### config.mk
export PLATFORM = sky130hd
export DESIGN_NAME = count_capture_fifo
export DESIGN_NICKNAME = d
export VERILOG_FILES = /design/src/rtl/count_capture_fifo.sv
export SDC_FILE = /design/constraint.sdc
export NUM_CORES = 1
export LEC_CHECK = 0
export ABC_AREA = 1
export BUFFER_PORTS_ARGS = -buffer_cell sky130_fd_sc_hd__buf_4
export CAP_MARGIN = 20
export CELL_PAD_IN_SITES_DETAIL_PLACEMENT = 1
export CELL_PAD_IN_SITES_GLOBAL_PLACEMENT = 1
export CORE_MARGIN = 1
export CORE_UTILIZATION = 45
export CTS_CLUSTER_DIAMETER = 200
export DETAILED_ROUTE_END_ITERATION = 7
export GPL_TIMING_DRIVEN = 0
export HOLD_SLACK_MARGIN = 0.08
export PLACE_DENSITY = 0.87
export SLEW_MARGIN = 20
export SYNTH_ARGS = -nofsm -noshare
export SYNTH_HDL_FRONTEND = slang
export SYNTH_SLANG_ARGS = --single-unit
### constraint.sdc
create_clock -name clk -period 1.9 [get_ports clk]
set_input_delay 0.095 -clock clk [delete_from_list [all_inputs] [get_ports clk]]
set_output_delay 0.095 -clock clk [all_outputs]
set_load 0.01 [all_outputs]
### src/rtl/count_capture_fifo.sv
// count_capture_fifo: snapshots a free-running counter with a wrap-count tag into a show-ahead FIFO
// drained through a valid/ready handshake.
module count_capture_fifo #(
  parameter int CNT_W  = 4,
  parameter int WRAP_W = 4,
  parameter int DEPTH  = 4,
  parameter int ADDR_W = 2
) (
  input  logic                    clk,
  input  logic                    rst,
  input  logic [CNT_W-1:0]        count_in,
  input  logic                    capture,
  input  logic                    clear_ovf,
  input  logic                    out_ready,
  output logic                    out_valid,
  output logic [WRAP_W+CNT_W-1:0] out_data,
  output logic                    full,
  output logic [ADDR_W:0]         level,
  output logic                    overflow
);
  logic [CNT_W-1:0]        r_prev;
  logic [WRAP_W-1:0]       r_wrap;
  logic [WRAP_W+CNT_W-1:0] r_mem [DEPTH];
  logic [ADDR_W-1:0]       r_rd, r_wr;
  logic [ADDR_W:0]         r_level;
  logic                    r_ovf;
  logic                    w_wrap, w_push, w_pop;
  logic [WRAP_W-1:0]       w_tag;
  // A capture coinciding with a rollover must already carry the incremented tag.
  assign w_wrap    = (r_prev == '1) && (count_in == '0);
  assign w_tag     = r_wrap + WRAP_W'(w_wrap);
  assign out_valid = r_level != '0;
  assign full      = r_level == (ADDR_W+1)'(DEPTH);
  assign w_pop     = out_valid && out_ready;
  assign w_push    = capture && (!full || w_pop);
  assign out_data  = out_valid ? r_mem[r_rd] : '0;
  assign level     = r_level;
  assign overflow  = r_ovf;
  always_ff @(posedge clk) begin
    if (rst) begin
      r_prev  <= '0;
      r_wrap  <= '0;
      r_rd    <= '0;
      r_wr    <= '0;
      r_level <= '0;
      r_ovf   <= 1'b0;
    end else begin
      r_prev  <= count_in;
      r_wrap  <= w_tag;
      r_rd    <= w_pop ? r_rd + ADDR_W'(1) : r_rd;
      r_wr    <= w_push ? r_wr + ADDR_W'(1) : r_wr;
      r_level <= r_level + (ADDR_W+1)'(w_push) - (ADDR_W+1)'(w_pop);
      r_ovf   <= (capture && !w_push) || (r_ovf && !clear_ovf);
    end
  end
  always_ff @(posedge clk) begin
    if (w_push) r_mem[r_wr] <= {w_tag, count_in};
  end
endmodule

**Word level (Yosys, flattened, before mapping)**

Memories as Yosys holds them, arrays and structs flattened. A register that Yosys moved wholly into a read port is not among the register bits.
Cells that the tools add are included.
W data, S select, Z words.

- Register bits after elaboration: 16
- Memories kept: 1
- Bits in writable memories: 32
- ROM bits: 0
- Bits in latches: 0
- Input port bits: 9

- Multipliers: 0
- Shifts and indexed selects: 0
- Add/sub/neg operators: 5
- Divide/modulo/power cells: 0
- Reduce and logical (&&, ||, !) cells: 12
- $lt $le $gt $ge: 0
- Bitwise logic cells: 0
- Multiplexer cells: 5
- Equality and inequality tests: 2

Memory list:

| memory | words | bits a word | rd ports | clocked after memory_dff | write ports | line | source |
|---|---|---|---|---|---|---|---|
| r_mem | 4 | 8 | 1 | 1 | 1 | 23 | `logic [WRAP_W+CNT_W-1:0] r_mem [DEPTH];` |

Operators by type and width:

| operator | count |
|---|---|
| $mux W8 | 1 |
| $logic_and A1 B1 Y1 | 5 |
| $add A2 B1 Y2 const B | 2 |
| $add A4 B1 Y4 | 1 |
| $eq A4 B4 Y1 const B | 1 |
| $logic_not A4 Y1 | 1 |
| $mux W2 | 2 |
| $add A3 B1 Y3 | 1 |
| $eq A3 B3 Y1 const B | 1 |
| $logic_not A1 Y1 | 3 |
| $reduce_bool A3 Y1 | 1 |
| $sub A3 B1 Y3 | 1 |
| $logic_or A1 B1 Y1 | 2 |
| $mux W1 | 2 |

**Depth between registers and ports, before layout**

- Depth after elaboration: 7
- Gate-level depth with buffers: 9

**Least setup slack after synthesis**

No wires, ideal clock.

- Path kind: register -> register
- From: reg r_level[1], in the netlist level[1]
- To: reg r_level[2], in the netlist level[2]
- Period minus slack after synthesis: 1.721 ns
- Arrival time: 1.604 ns
- Setup slack: 0.179 ns
- Required time: 1.783 ns
- Library setup time: 0.117 ns
- Stages on the path, launching flop included: 10
- Cells stage by stage: dfxtp_1 > nor2_2 > nand2_4 > nand2_2 > or2_4 > nand2_2 > ha_1 > fa_1 > xor2_1 > nor2_1

- Longest elaborated chain between the ends: 6
- Elaborated cells on any way between the ends: 8

RTL lines:

| item | line | source |
|---|---|---|
| start, declared | 25 | `logic [ADDR_W:0] r_level;` |
| start signal, assigned | 52 | `r_level <= r_level + (ADDR_W+1)'(w_push) - (ADDR_W+1)'(w_pop);` |
| $reduce_bool A3 Y1 * | 32 | `assign out_valid = r_level != '0;` |
| named net out_valid | 15 | `output logic out_valid,` |
| $logic_and A1 B1 Y1 * | 34 | `assign w_pop = out_valid && out_ready;` |
| $logic_or A1 B1 Y1 | 35 | `assign w_push = capture && (!full \|\| w_pop);` |
| $logic_and A1 B1 Y1 | 35 |  |
| $add A3 B1 Y3 | 52 |  |
| $sub A3 B1 Y3 * | 52 |  |

Mark *: on every way through the listed nets, which the timed path passes. The rest lies on a longest branch.
A chain may end at the register's enable or synchronous reset.

**Final worst setup path**

- From: reg r_level[0], in the netlist level[0]
- To: mem r_mem[3][6] in the netlist's numbering, enable pin

- Longest elaborated chain between the ends: 6
- Elaborated cells on any way between the ends: 8

RTL lines:

| item | line | source |
|---|---|---|
| $eq A3 B3 Y1 / $reduce_bool A3 Y1 (equally long branches) | 33, 32 |  |
| $logic_not A1 Y1 / $logic_and A1 B1 Y1 (equally long branches) | 35, 34 |  |
| $logic_or A1 B1 Y1 * | 35 |  |
| $logic_and A1 B1 Y1 * | 35 |  |
| $mux W1 * | 57 | `if (w_push) r_mem[r_wr] <= {w_tag, count_in};` |
| $mux W1 (not written as such) * | 57 |  |
| end, declared | 23 |  |

Mark *: on every way between the ends. The rest lies on a longest branch, timed or not.

==> results.sh <==
export IMPL_ir_drop_uv=703
export IMPL_drtAntennaViolNets=0
export IMPL_synth_top_flop_cell="edfxtp_1"
export IMPL_p_sw_mw=1.13
export IMPL_finalCritPeriodShare_pct=94.9
export IMPL_drc=0
export IMPL_setup_worst_path_class="reg2reg"
export IMPL_cts_reportedPaths_clkPinSlew_ns=0.09
export IMPL_cts_tree="done"
export IMPL_syn_area_um2=2130
export IMPL_grtUsageTotal_pct=21.9
export IMPL_synth_cells=203
export IMPL_finalSetupViolCount=0
export IMPL_crit_required_ns=1.84
export IMPL_synth_seq_cells=50
export IMPL_cellPowerDensity_nw_per_um2=1260
export IMPL_cp_end_kind="register"
export IMPL_tightest_slew_ns=0.827
export IMPL_htreeDepth=2
export IMPL_postCtsSetupBuffers=0
export IMPL_numCtsBuffers=5
export IMPL_gp_congestion=0.781
export IMPL_start_kind="register"
export IMPL_overflow=0
export IMPL_crit_fanout=8
export IMPL_rows=24
export IMPL_avgViaCountPerCell=5.15
export IMPL_p_leak_nw=1.03
export IMPL_max_slew_margin_rel_pct=44.6
export IMPL_die_x_um=70.9
export IMPL_antenna_found_initial=0
export IMPL_fmax_ghz=0.555
export IMPL_drtIter0Drc=143
export IMPL_p_seq_share_pct=42.6
export IMPL_area_delta_synth_final_pct=18.0
export IMPL_synth_nets=220
export IMPL_grt_pass1_vias=1551
export IMPL_yosys_top_cells_count="37 x nor2_1, 32 x edfxtp_1, 22 x inv_1"
export IMPL_wl_per_cell_um=16.7
export IMPL_hold_end="r_rd[1]"
export IMPL_hp_class="in2reg"
export IMPL_yosysMostFrequentCell="nor2_1"
export IMPL_synth_top_cell_area_share_pct=45.0
export IMPL_fin_crit_ns=1.80
export IMPL_cp_arrival_ns=1.75
export IMPL_switching_share_pct=35.8
export IMPL_ys_warn_count=0
export IMPL_rrSetupSlack_ns=0.1
export IMPL_utilization_pct=56.6
export IMPL_intPower_mw=2.03
export IMPL_vias=1494
export IMPL_portBuffers=21
export IMPL_yosysUniqueCellTypes=27
export IMPL_yosysSeqAreaShare_pct=61.9
export IMPL_dieArea_um2=5020
export IMPL_rsz0062_at_grt="no"
export IMPL_drv_slew=0
export IMPL_hold_viol=0
export IMPL_core_area_um2=4440
export IMPL_rr_worst_depth=4
export IMPL_rr_endpoint="r_mem[3][6]"
export IMPL_dr_pass1_iters=6
export IMPL_wl_um=4860
export IMPL_finalPower_mw=3.17
export IMPL_initial_core_util_pct=48.0
export IMPL_root_buffer="clkbuf_8"
export IMPL_grt_pass1_wl_um=7960
export IMPL_layout_nets=254
export IMPL_avgSynthCellArea_um2=10.5
export IMPL_clock_sinks=50
export IMPL_outcome="complete, no violations"
export IMPL_fp_dieH_um=70.9
export IMPL_clock_skew_ns=0.00563
export IMPL_clockBufferDepth=2
export IMPL_setup_tns_ns=0
export IMPL_worstHoldStart="out_ready"
export IMPL_hpwl_um=3220
export IMPL_reg2reg_from="level[0]"
export IMPL_p_comb_share_pct=37.6
export IMPL_drive_gt1_share_pct=24.4
export IMPL_grt_max_degree=17
export IMPL_whs_path_depth=3
export IMPL_cap_violations=0
export IMPL_insertion_delay_ns=0.31
export IMPL_synthArstFlopShare_pct=0
export IMPL_clkPwrFrac_pct=19.8
export IMPL_synth_top_area_cell="edfxtp_1"
export IMPL_synth_edff_count=32
export IMPL_synthTopCellsByArea="edfxtp_1 45%, dfxtp_1 17%, nor2_1 6.5%"
export IMPL_diodes=0
export IMPL_ios=23
stage by stage:
step | worst slack [ns] | hold slack, ns | instance area [µm²] | instances
final | 0.0969 | 0.143 | 2520 | 290
after global routing | 0.00539 | 0.154 | 2520 | 290
after CTS | 0.0515 | 0.136 | 2500 | 290
after detailed placement | 0.0914 | 0.314 | 2360 | 276
after global placement | 0.122 | 0.307 | 2360 | 276
after floorplan | 0.179 | 0.164 | 2130 | 203
timing repair:
action,in CTS,in global routing
hold buffers,6,0
setup endpoints to repair,0,1
resized for setup,0,3
hold endpoints to repair,24,0
power groups by stage:
| stage | combinational [mW] | clock, mW | sequential, mW |
|---|---|---|---|
| 2_1_floorplan | 0.705 | 0 | 1.36 |
| 3_3_place_gp | 1.11 | 0 | 1.36 |
| 3_5_place_dp | 1.16 | 0 | 1.36 |
| 4_1_cts | 1.18 | 0.631 | 1.34 |
| 5_1_grt | 1.32 | 0.682 | 1.36 |
| 6_report | 1.19 | 0.627 | 1.35 |
placed cells by master, fill, tap and decap left out, types with 2 or more instances in the layout:
cell,synthesis,routed
nor2_1,37,36
edfxtp_1,32,32
inv_1,22,22
buf_4,1,22
dfxtp_1,18,18
a21oi_1,15,15
nand2_1,14,14
nor2_2,13,13
o21ai_1,10,10
nand3_1,7,7
ha_1,7,7
o21ai_0,6,6
dlygate4sd3_1,0,6
clkbuf_8,0,5
inv_2,4,4
buf_6,2,2
nand2_4,1,2
nand4_1,2,2
routing by layer:
metal	up-vias	GRT usage, %	part of all wire, %
met1	717	25.6	41
met3	12	5.84	3.4
met5	-	0	0
li1	732	-	-
met2	33	36.8	53
met4	0	12.0	2.2
worst max-delay path, stage by stage, from the launching register on:
cell	delay, ns
dfxtp_1	0.44
nor2_4	0.06
nand3_2	0.12
nand2_1	0.14
nor2_1	0.67
area by class of cell:
type	count	area, µm²
Timing Repair Buffer	27	218
Fill cell	496	1930
Clock inverter	3	20.0
Clock buffer	5	68.8
Buffer	6	58.8
Multi-Input combinational cell	121	668
Sequential cell	50	1320
Tap cell	52	65.1
Inverter	26	97.6
logic make-up after synthesis:
| kind of cell | after synthesis | share of synthesized area (%) |
|---|---|---|
| AOI/OAI and AO/OA | 31 | 7.27 |
| xor gates and xnor gates | 2 | 0.821 |
| adders and majority gates | 8 | 5.04 |
| buffers and inverters | 32 | 7.33 |
| DFF | 50 | 61.9 |
| and+or+nand+nor | 80 | 17.6 |
how the worst max path moves through the flow:
stage / from / end / cells after the start
4_1_cts: level[1] / level[2] / 9
3_3_place_gp: level[1] / level[2] / 9
2_1_floorplan: level[1] / level[2] / 9
3_5_place_dp: level[1] / level[2] / 9
5_1_grt: level[1] / r_mem[3][6] / 4
6_report: level[0] / r_mem[3][6] / 4
state kept, by name, indices dropped and copies added, names as in the netlist, named ones only:
signal	cells
r_mem	32
r_prev	4
r_wrap	4
level	3
r_rd	2
r_wr	2
overflow	1
Power figures use the tool's default switching activity.
